<file path="src/rtl/mult_hilo_ctrl_if.sv">
`default_nettype none
// ============================================================================
// Module      : mult_hilo_ctrl_if
// Description : Bus bundle between the control unit / multiplier array and the
//               HI/LO multiply sequencer.
// Revision    : 1.0 - initial release
// ============================================================================
interface mult_hilo_ctrl_if;
    logic        start;
    logic        signed_op;
    logic [31:0] op1;
    logic [31:0] op2;
    logic [31:0] mult_a;
    logic [31:0] mult_b;
    logic [31:0] ms_hi;
    logic [31:0] ms_lo;
    logic [31:0] mu_hi;
    logic [31:0] mu_lo;
    logic        wr_hi;
    logic        wr_lo;
    logic [31:0] wdata;
    logic [31:0] hi;
    logic [31:0] lo;
    logic        busy;
    logic        done;

    // The master side is the control unit together with the combinational multipliers.
    modport master (
        output start, signed_op, op1, op2,
        output ms_hi, ms_lo, mu_hi, mu_lo,
        output wr_hi, wr_lo, wdata,
        input  mult_a, mult_b, hi, lo, busy, done
    );

    modport slave (
        input  start, signed_op, op1, op2,
        input  ms_hi, ms_lo, mu_hi, mu_lo,
        input  wr_hi, wr_lo, wdata,
        output mult_a, mult_b, hi, lo, busy, done
    );
endinterface
`default_nettype wire

</file>
<file path="src/rtl/mult_hilo_ctrl.sv">
`default_nettype none
// ============================================================================
// Module      : mult_hilo_ctrl
// Description : Multi-cycle multiply sequencer with architectural HI/LO registers.
// Revision    : 1.0 - initial release
// ============================================================================
module mult_hilo_ctrl #(
    parameter int MUL_LATENCY = 4
) (
    input  wire logic        clk,
    input  wire logic        rst,
    mult_hilo_ctrl_if.slave  bus
);

    localparam logic [3:0] c_latency = 4'(MUL_LATENCY);

    typedef enum logic [0:0] {
        ST_IDLE = 1'b0,
        ST_WAIT = 1'b1
    } state_t;

    state_t      r_state;
    state_t      w_state_nxt;
    logic [3:0]  r_count;
    logic [3:0]  w_count_nxt;
    logic        r_sign;
    logic        w_sign_nxt;
    logic [31:0] r_mult_a;
    logic [31:0] w_mult_a_nxt;
    logic [31:0] r_mult_b;
    logic [31:0] w_mult_b_nxt;
    logic [31:0] r_hi;
    logic [31:0] w_hi_nxt;
    logic [31:0] r_lo;
    logic [31:0] w_lo_nxt;
    logic        r_done;
    logic        w_capture;

    always_ff @(posedge clk) begin
        if (rst) begin
            r_state <= ST_IDLE;
        end else begin
            r_state <= w_state_nxt;
        end
    end

    // A same-edge write and START both apply; the later capture overwrites HI/LO.
    always_comb begin
        w_state_nxt  = r_state;
        w_count_nxt  = r_count;
        w_sign_nxt   = r_sign;
        w_mult_a_nxt = r_mult_a;
        w_mult_b_nxt = r_mult_b;
        w_hi_nxt     = r_hi;
        w_lo_nxt     = r_lo;
        w_capture    = 1'b0;

        case (r_state)
            ST_IDLE: begin
                if (bus.wr_hi) begin
                    w_hi_nxt = bus.wdata;
                end
                if (bus.wr_lo) begin
                    w_lo_nxt = bus.wdata;
                end
                if (bus.start) begin
                    w_mult_a_nxt = bus.op1;
                    w_mult_b_nxt = bus.op2;
                    w_sign_nxt   = bus.signed_op;
                    w_count_nxt  = c_latency;
                    w_state_nxt  = ST_WAIT;
                end
            end

            ST_WAIT: begin
                w_count_nxt = r_count - 4'd1;
                if (r_count == 4'd1) begin
                    w_capture   = 1'b1;
                    w_hi_nxt    = r_sign ? bus.ms_hi : bus.mu_hi;
                    w_lo_nxt    = r_sign ? bus.ms_lo : bus.mu_lo;
                    w_state_nxt = ST_IDLE;
                end
            end

            default: begin
                w_state_nxt = ST_IDLE;
            end
        endcase
    end

    always_ff @(posedge clk) begin
        if (rst) begin
            r_count  <= 4'd0;
            r_sign   <= 1'b0;
            r_mult_a <= 32'd0;
            r_mult_b <= 32'd0;
            r_hi     <= 32'd0;
            r_lo     <= 32'd0;
            r_done   <= 1'b0;
        end else begin
            r_count  <= w_count_nxt;
            r_sign   <= w_sign_nxt;
            r_mult_a <= w_mult_a_nxt;
            r_mult_b <= w_mult_b_nxt;
            r_hi     <= w_hi_nxt;
            r_lo     <= w_lo_nxt;
            r_done   <= w_capture;
        end
    end

    assign bus.mult_a = r_mult_a;
    assign bus.mult_b = r_mult_b;
    assign bus.hi     = r_hi;
    assign bus.lo     = r_lo;
    assign bus.busy   = (r_state == ST_WAIT);
    assign bus.done   = r_done;

endmodule
`default_nettype wire

</file>
<file path="src/flat_wrapper.sv">
// flat-port wrapper written by rule: the top's interface ports become plain ports
module mult_hilo_ctrl_flat 
#(
    parameter int MUL_LATENCY = 4
)
  (clk, rst, bus_start, bus_signed_op, bus_op1, bus_op2, bus_ms_hi, bus_ms_lo, bus_mu_hi, bus_mu_lo, bus_wr_hi, bus_wr_lo, bus_wdata, bus_mult_a, bus_mult_b, bus_hi, bus_lo, bus_busy, bus_done);
  mult_hilo_ctrl_if bus_i ();
  input  wire logic clk;
  input  wire logic rst;
  input wire logic [$bits(bus_i.start)-1:0] bus_start;
  input wire logic [$bits(bus_i.signed_op)-1:0] bus_signed_op;
  input wire logic [$bits(bus_i.op1)-1:0] bus_op1;
  input wire logic [$bits(bus_i.op2)-1:0] bus_op2;
  input wire logic [$bits(bus_i.ms_hi)-1:0] bus_ms_hi;
  input wire logic [$bits(bus_i.ms_lo)-1:0] bus_ms_lo;
  input wire logic [$bits(bus_i.mu_hi)-1:0] bus_mu_hi;
  input wire logic [$bits(bus_i.mu_lo)-1:0] bus_mu_lo;
  input wire logic [$bits(bus_i.wr_hi)-1:0] bus_wr_hi;
  input wire logic [$bits(bus_i.wr_lo)-1:0] bus_wr_lo;
  input wire logic [$bits(bus_i.wdata)-1:0] bus_wdata;
  output wire logic [$bits(bus_i.mult_a)-1:0] bus_mult_a;
  output wire logic [$bits(bus_i.mult_b)-1:0] bus_mult_b;
  output wire logic [$bits(bus_i.hi)-1:0] bus_hi;
  output wire logic [$bits(bus_i.lo)-1:0] bus_lo;
  output wire logic [$bits(bus_i.busy)-1:0] bus_busy;
  output wire logic [$bits(bus_i.done)-1:0] bus_done;
  assign bus_i.start = bus_start;
  assign bus_i.signed_op = bus_signed_op;
  assign bus_i.op1 = bus_op1;
  assign bus_i.op2 = bus_op2;
  assign bus_i.ms_hi = bus_ms_hi;
  assign bus_i.ms_lo = bus_ms_lo;
  assign bus_i.mu_hi = bus_mu_hi;
  assign bus_i.mu_lo = bus_mu_lo;
  assign bus_i.wr_hi = bus_wr_hi;
  assign bus_i.wr_lo = bus_wr_lo;
  assign bus_i.wdata = bus_wdata;
  assign bus_mult_a = bus_i.mult_a;
  assign bus_mult_b = bus_i.mult_b;
  assign bus_hi = bus_i.hi;
  assign bus_lo = bus_i.lo;
  assign bus_busy = bus_i.busy;
  assign bus_done = bus_i.done;
  mult_hilo_ctrl #(.MUL_LATENCY(MUL_LATENCY)) u_core (.clk(clk), .rst(rst), .bus(bus_i));
endmodule
</file>
<file path="config.mk">
export PLATFORM = sky130hd
export DESIGN_NAME = mult_hilo_ctrl_flat
export DESIGN_NICKNAME = d
export VERILOG_FILES = /design/src/rtl/mult_hilo_ctrl_if.sv /design/src/rtl/mult_hilo_ctrl.sv /design/src/flat_wrapper.sv
export SDC_FILE = /design/constraint.sdc
export NUM_CORES = 1
export LEC_CHECK = 0
export BUFFER_PORTS_ARGS = -buffer_cell sky130_fd_sc_hd__buf_2
export CELL_PAD_IN_SITES_DETAIL_PLACEMENT = 2
export CELL_PAD_IN_SITES_GLOBAL_PLACEMENT = 2
export CORE_MARGIN = 8
export CORE_UTILIZATION = 20
export CTS_BUF_LIST = sky130_fd_sc_hd__clkbuf_8 sky130_fd_sc_hd__clkbuf_16
export CTS_CLUSTER_DIAMETER = 60
export CTS_CLUSTER_SIZE = 12
export DETAILED_ROUTE_END_ITERATION = 10
export PLACE_DENSITY_LB_ADDON = 0.1
export SYNTH_ARGS = -nofsm -noshare
export SYNTH_HDL_FRONTEND = slang
export SYNTH_SLANG_ARGS = --single-unit
</file>
<file path="constraint.sdc">
create_clock -name clk -period 1.59 [get_ports clk]
set_clock_uncertainty 0.15 [all_clocks]
set_input_delay 0.318 -clock clk [delete_from_list [all_inputs] [get_ports clk]]
set_output_delay 0.318 -clock clk [all_outputs]
set_load 0.005 [all_outputs]
</file>
* Word level (Yosys, flattened, before mapping)
Index checks and enable logic that the tools add are counted.
** Word-level totals
- Logic and storage cells :: 33
- Input port bits :: 230
- Bits in registers :: 135
** Operators by class
- Eq/ne operators :: 5
- Bitwise gates (word level) :: 1
- Add/subtract/negate cells :: 1
- Multiplexer cells :: 14
- Reductions and logical operators :: 4
** Operator list (count)
- 32-bit two-way mux :: 6
- 32-bit case mux with 2 select lines :: 2
- 2-bit != test (second input constant) :: 4
- 4-bit case mux with 2 select lines :: 1
- 2-bit AND reduction :: 3
- 4-bit by 1-bit equality test with 1-bit output (second input constant) :: 1
- 4-bit two-way mux :: 1
- 4-bit by 1-bit subtractor with 4-bit output (second input constant) :: 1
- 1-bit two-way mux :: 3
- 1-bit case mux with 2 select lines :: 1
- 2-bit OR reduction :: 1
- 1-bit inverter :: 1

* Depth between registers and ports, before layout
Gate-level depths: netlist of run 1.
- Word-level depth :: 3
- Mapped depth :: 6
- Gate-level depth less buffers :: 5

* Worst setup path after synthesis of run 1
No wires, ideal clock.
- Path kind :: flip-flop to flip-flop
- From :: register u_core.r_count[1]
- To :: register u_core.r_hi[10], in the netlist u_core.bus.hi[10]
- Setup time :: 0.059 ns
- Path slack :: 0.026 ns
- Buffers on the path :: 1
- Cell stages (with the launch flop) :: 7
- Data arrival time :: 1.356 ns
- Cell sequence :: dfxtp_1 inv_1 ha_1 and4bb_4 nor3b_4 buf_6 a22o_1
** On the way
- Word-level cells in the longest chain between the ends :: 3
** Ends and longest elaborated chain
- from (decl) :: RTL line mult_hilo_ctrl.sv:24 : logic [3:0] r_count;
- from (signal assigned) :: RTL line mult_hilo_ctrl.sv:101 : r_count <= w_count_nxt;
- 4-bit by 1-bit equality test with 1-bit output :: RTL line mult_hilo_ctrl.sv:77 : if (r_count == 4'd1) begin
- 2-bit != test (no line)
- 2-bit AND reduction (no line)
- to (signal assigned) :: RTL line mult_hilo_ctrl.sv:105 : r_hi <= w_hi_nxt;
- to (decl) :: RTL line mult_hilo_ctrl.sv:32 : logic [31:0] r_hi;
No other way between the ends.
A chain may end at the register's enable or synchronous reset.

* Worst setup path in the final report of run 1
- From :: register u_core.r_count[1]
- To :: register u_core.r_hi[13], in the netlist u_core.bus.hi[13]
Same word-level chain as after synthesis.

==> flow_summary_export.csv, run 1 <==
group,metric,value,unit
layout,n_fill_cell,3250,
synth,yosys_warnings,0,
worst_hold_path,min_path_cells,3,
sta,timing.fmax,0.597,GHz
floorplanning,die_area,34100,µm²
pwr,finalPower,9.74,mW
sta,slew_violations,0,
drt,dr_total_vias,6283,
clocking,path_clk_slew,0.06,ns
pwr,power_density,1030,nW/µm²
placement,place.gp.congestion,0.708,
floorplanning,initial_core_util,20.4,%
setup_path,critPathMaxFanout,10,
layout,drive_gt1_share,41.1,%
pwr,vdd_drop_max,703,µV
placement,hpwl,20700,µm
clocking,cts.sink_count,135,
worst_hold_path,holdCritStartpoint,"bus_op1[28]",
sta,holdWs,0.0263,ns
global_route,met2_usage,27.5,%
setup_path,r2r_setup_slack,-0.09,ns
synth,syn-cell-area,5700,µm²
clocking,htreeDepth,4,
worst_hold_path,hold_path_end,"u_core.bus.mult_a[28]",
synth,ys_seq_area_share,47.4,%
layout,final_cell_mix,"buf_2 (359), a21oi_1 (131), dfxtp_1 (131)",
floorplanning,ios,360,
drt,wl_per_cell,18.7,µm
drt,drc,0,
floorplanning,dieHeight,185,µm
synth,synthTopCellsByArea,"dfxtp_1 (47%), a21oi_1 (12%), mux2i_1 (11%)",
global_route,grtUsageMet3,5.80,%
setup_path,cp.required,1.75,ns
clocking,cts_root_buf,"clkbuf_16",
setup_path,reg2reg_to,"u_core.bus.hi[13]",
synth,ys_ff_latch,135,
sta,final-setup-viol-count,64,
setup_path,reg2reg_from,"u_core.r_count[1]",
clocking,clockBufferDepth,2,
sta,worst_slack,-0.0851,ns
placement,placedCellCount,1356,
global_route,grt_pass1_wl,41100,µm
floorplanning,core-area,27900,µm²
layout,final_util,34.0,%
global_route,met1_usage,17.2,%
drt,ant_nets,0,
floorplanning,rows,61,
setup_path,r2r.worst_path.cells,7,
clocking,cts-buffers-inserted,17,
drt,first_pass_iters,4,
worst_hold_path,hold_path_class,"in -> reg",
global_route,grt_use_total,15.6,%
sta,maxSlewHeadroom,76.6,%
global_route,grt_overflow,0,
layout,final_common_cell,"buf_2",
global_route,top_usage_layer,"met2",
setup_path,crit_type,"reg -> reg",
synth,synth_top_area_cell,"dfxtp_1",
synth,syn-num-nets,870,
layout,fin_nets,1297,
synth,ys_types,25,
sta,fin_crit_sh,105,%
layout,instances_no_fill,1458,
drt,wirelength,27300,µm
global_route,grt_max_degree,71,
setup_path,critPathCaptureType,"flop",
synth,synthCells,638,
clocking,cts_tree,"built",
flow_run,cap_violations,0,
floorplanning,die_x,185,µm
drt,drt_iter0_drc,130,
placement,port_buffers,359,
sta,rsz0062_at_grt,"yes",
global_route,antenna_found_initial,4,
sta,worstMarginPinSlew,0.351,ns
setup_path,worstSetupStartpointType,"flop",
sta,fin_crit,1.68,ns
synth,syn_area_per_cell,8.93,µm²
synth,synth_top_area_share,47.4,%
sta,hold_violations,0,
outcome,violations,"negative setup slack",
clocking,clk_latency,0.41,ns
global_route,grt_pass1_vias,7098,
setup_path,critPathArrivalTime,1.83,ns
pwr,p_leak,4.40,nW
drt,via_per_inst,4.31,
layout,area_growth,66.5,%
outcome,status,"finished with violations",
==> timing repair <==
action | CTS | global route
setup endpoints to repair | 64 | 82
buffers inserted | 4 | 0
hold buffers | 62 | 0
cloned | 2 | 0
pin swaps | 14 | 5
endpoints found under the hold margin | 62 | 0
resized for setup | 10 | 1
==> metrics by stage <==
stage	instance area [µm²]	worst slack, ns	TNS, ns
4_1_cts	9480	-0.0968	-3.93
6_report	9490	-0.0851	-3.31
3_3_place_gp	8140	-0.0735	-2.28
3_5_place_dp	8140	-0.125	-4.91
5_1_grt	9480	-0.188	-9.35
2_1_floorplan	5700	0.0256	0
==> metal layers <==
layer | up-vias | share of wire (%)
met5 | - | 0.081
met4 | 4 | 1.4
met3 | 25 | 8.1
met2 | 204 | 50
met1 | 2957 | 40
li1 | 3093 | -
==> kinds of logic (layout without fill, tap and decap cells) <==
| logic type | after synthesis | count (layout) | synth area share (%) |
|---|---|---|---|
| other cells | 0 | 2 | 0 |
| compound gates | 200 | 200 | 22.1 |
| mux | 66 | 66 | 11.6 |
| fa+ha+maj | 2 | 2 | 0.439 |
| buf+inv | 55 | 495 | 5.38 |
| simple gates | 180 | 180 | 13.1 |
| flops | 135 | 135 | 47.4 |
==> worst max-delay path, stage by stage, from the launching register on <==
cell	delay (ns)
dfxtp_2	0.33
inv_2	0.08
ha_4	0.14
and4bb_4	0.29
nor3b_4	0.06
buf_6	0.15
buf_12	0.14
a22o_1	0.22
==> layout make-up <==
| cell class | count | area (µm²) | share of cell area (%) |
|---|---|---|---|
| antenna | 2 | 5.00 | 0.0528 |
| inverter | 2 | 7.51 | 0.0791 |
| tap | 378 | 473 | 4.99 |
| multi-input combinational | 448 | 2730 | 28.7 |
| clock buffer | 17 | 425 | 4.48 |
| timing repair buffer | 461 | 2960 | 31.2 |
| sequential | 135 | 2710 | 28.6 |
| clock inverter | 15 | 178 | 1.87 |
==> state kept, by name (all words and copies together), names as in the netlist <==
name               flops
u_core.bus.mult_a     32
u_core.r_count         4
u_core.bus.lo         32
u_core.bus.busy        1
u_core.bus.done        1
u_core.bus.mult_b     32
u_core.bus.hi         32
u_core.r_sign          1
==> synth_stat cells <==
cell,count
nor2_1,37
and4bb_4,1
o21ai_0,1
dfxtp_1,135
inv_1,2
o31a_1,1
buf_2,23
ha_1,2
buf_1,4
nand4bb_1,1
nor2b_1,1
clkbuf_1,14
mux2_1,1
nor3b_4,2
a21oi_2,2
buf_6,7
or3_1,1
a22o_1,64
a311oi_1,1
nor3_1,3
buf_4,5
nand2b_1,4
nand2_1,130
mux2i_1,65
a21oi_1,131
==> power breakdown <==
part	total [mW]	switching, mW	internal, mW
logic	1.85	0.893	0.959
clock network	4.11	1.64	2.47
registers	3.78	0.140	3.64
total	9.74	2.67	7.07
==> how the worst max path moves through the flow <==
stage / startpoint / to / slack (ns) / depth (start not counted)
final: u_core.r_count[1] / u_core.bus.hi[13] / -0.09 / 7
after global routing: u_core.r_count[1] / u_core.bus.hi[26] / -0.19 / 8
after CTS: u_core.r_count[1] / u_core.bus.hi[26] / -0.1 / 7
after detailed placement: u_core.r_count[1] / u_core.bus.hi[13] / -0.13 / 6
after global placement: u_core.r_count[1] / u_core.bus.hi[19] / -0.07 / 6
after floorplan: u_core.r_count[1] / u_core.bus.hi[10] / 0.03 / 6
(Power assumes the default switching activity.)
==> inputs of run 2 (changes only) <==
--- a/config.mk
+++ b/config.mk
@@ -9,7 +9,7 @@
 export CELL_PAD_IN_SITES_DETAIL_PLACEMENT = 2
 export CELL_PAD_IN_SITES_GLOBAL_PLACEMENT = 2
 export CORE_MARGIN = 8
-export CORE_UTILIZATION = 20
+export CORE_UTILIZATION = 24
 export CTS_BUF_LIST = sky130_fd_sc_hd__clkbuf_8 sky130_fd_sc_hd__clkbuf_16
 export CTS_CLUSTER_DIAMETER = 60
 export CTS_CLUSTER_SIZE = 12
==> constraint.sdc (replaced) <==
create_clock -name clk -period 2.1 [get_ports clk]
set_clock_uncertainty 0.15 [all_clocks]
set_input_delay 0.42 -clock clk [delete_from_list [all_inputs] [get_ports clk]]
set_output_delay 0.42 -clock clk [all_outputs]
set_load 0.005 [all_outputs]
==> run 2 against run 1 <==
  * The flow now finishes without violations
  * Count of clock-buffer cells in the layout increased by 1
  * Combinational power is 36% lower
  * Utilization grew 2.2 points
  * Global-route usage increased by 1.4 points
  * Sequential share of layout area is 3.4 points higher
  * Clock power shrank 23%
==> flow_summary_export.csv, run 2 (same netlist as run 1, synthesis figures left out) <==
group,metric,value,unit
layout,drive_gt1_share,41.8,%
clocking,cts_resized,0,
layout,fin_nets,1211,
layout,area_growth,48.6,%
floorplanning,initial_core_util,24.3,%
placement,place.gp.congestion,0.701,
placement,placed_cell_area,7850,µm²
global_route,grt_overflow,0,
sta,holdWs,0.0881,ns
sta,worstMarginPinSlew,0.469,ns
setup_path,slowest_stage,"dfxtp_1",
drt,ant_nets,0,
clocking,cts_setup_buffers,0,
worst_hold_path,hold_path_class,"in -> reg",
pwr,vdd_drop_max,379,µV
pwr,p_leak,3.99,nW
sta,timing.fmax,0.570,GHz
setup_path,critPathArrivalTime,1.96,ns
setup_path,worstSetupStartpointType,"flop",
clocking,cts_tree,"built",
sta,final-setup-viol-count,0,
sta,maxSlewHeadroom,68.7,%
sta,fin_crit_sh,83.5,%
floorplanning,dieHeight,170,µm
clocking,cts.sink_count,135,
drt,dr_total_vias,5947,
clocking,htreeDepth,4,
clocking,path_clk_slew,0.06,ns
clocking,cts.hold.buffers_added,0,
setup_path,critPathMaxFanout,16,
flow_run,cap_violations,0,
global_route,grt_max_degree,67,
clocking,cts-buffers-inserted,17,
setup_path,r2r_setup_slack,0.35,ns
drt,drt_iter0_drc,181,
layout,n_fill_cell,2783,
setup_path,cp_num_buf_inv,1,
clocking,clk_latency,0.41,ns
floorplanning,die_area,28900,µm²
global_route,antenna_found_initial,1,
floorplanning,core-area,23400,µm²
setup_path,crit_family,"flip-flops",
layout,final_cell_mix,"buf_2 (359), dfxtp_1 (133), a21oi_1 (131)",
floorplanning,rows,56,
sta,rsz0062_at_grt,"no",
sta,finalSetupTns,0,ns
drt,wl_per_cell,19.2,µm
global_route,grt_pass1_vias,6571,
drt,drc,0,
drt,wirelength,25200,µm
layout,final_common_cell,"buf_2",
setup_path,critPathCaptureType,"flop",
global_route,grt_use_total,17.0,%
clocking,clockBufferDepth,2,
global_route,grt_pass1_wl,37900,µm
floorplanning,die_x,170,µm
sta,fin_crit,1.75,ns
placement,hpwl,19700,µm
placement,port_buffers,359,
floorplanning,ios,360,
drt,first_pass_iters,4,
pwr,finalPower,7.20,mW
outcome,status,"complete, no violations",
sta,slew_violations,0,
drt,via_per_inst,4.54,
setup_path,crit_chain,"ha_1 -> nand4bb_1 -> a21oi_4 -> buf_4 -> a22o_1",
sta,worst_slack,0.346,ns
placement,pre_cts_ws,0.324,ns
layout,final_area,8460,µm²
pwr,power_density,851,nW/µm²
clocking,cts_root_buf,"clkbuf_16",
setup_path,cp.required,2.31,ns
setup_path,crit_type,"reg -> reg",
sta,hold_violations,0,
setup_path,slowest_delay,0.40,ns
## run 2: changes by cell type in the layout (fill, tap and decap cells not counted), moves of 2 or more
cell,previous run,this run
dlygate4sd3_1,62,0
buf_4,19,8
buf_12,15,8
buf_6,4,0
buf_16,2,0
dfxtp_1,131,133
dfxtp_2,2,0
inv_6,3,1
## run 2: worst register-to-register path: stages (launching register included)
cell	delay, ns
dfxtp_1	0.40
ha_1	0.21
nand4bb_1	0.29
a21oi_4	0.22
buf_4	0.25
a22o_1	0.18
## run 2: power by group
group / switching (mW) / internal, mW / total, mW
Combinational: 0.616 / 0.570 / 1.19
Sequential: 0.110 / 2.75 / 2.86
Clock: 1.15 / 2.01 / 3.15
## run 2: worst paths after layout
kind | startpoint | endpoint | cells after the start
hold / removal | bus_op2[25] | u_core.bus.mult_b[25] | 3
setup / recovery | u_core.r_count[0] | u_core.bus.lo[25] | 5
setup reg to reg | u_core.r_count[0] | u_core.bus.lo[25] | 5
hold reg to reg | u_core.bus.mult_b[11] | u_core.bus.mult_b[11] | 2
## run 2: metrics by stage
step | utilization (%) | cells
2_1_floorplan | - | 638
3_3_place_gp | 33.5 | 1279
3_5_place_dp | 33.5 | 1279
4_1_cts | 36.2 | 1309
5_1_grt | 36.2 | 1309
6_report | 36.2 | 1310
## run 2: routing by layer
| layer | vias to the layer above | routed length [µm] | share of wire, % | track usage [%] |
|---|---|---|---|---|
| met3 | 17 | 2520 | 10 | 7.65 |
| met5 | - | 8 | 0.032 | 0 |
| met2 | 224 | 12700 | 50 | 30.3 |
| li1 | 2925 | - | - | - |
| met1 | 2779 | 9740 | 39 | 18.0 |
| met4 | 2 | 222 | 0.88 | 4.23 |
## run 2: cell type report
class	count	area, µm²	area share [%]
Multi-Input combinational cell	448	2710	32.0
Sequential cell	135	2710	32.0
Timing Repair Buffer	375	2020	23.8
Tap cell	319	399	4.72
Inverter	2	7.51	0.0887
Antenna cell	1	2.50	0.0296
Clock buffer	18	439	5.19
Clock inverter	12	176	2.08
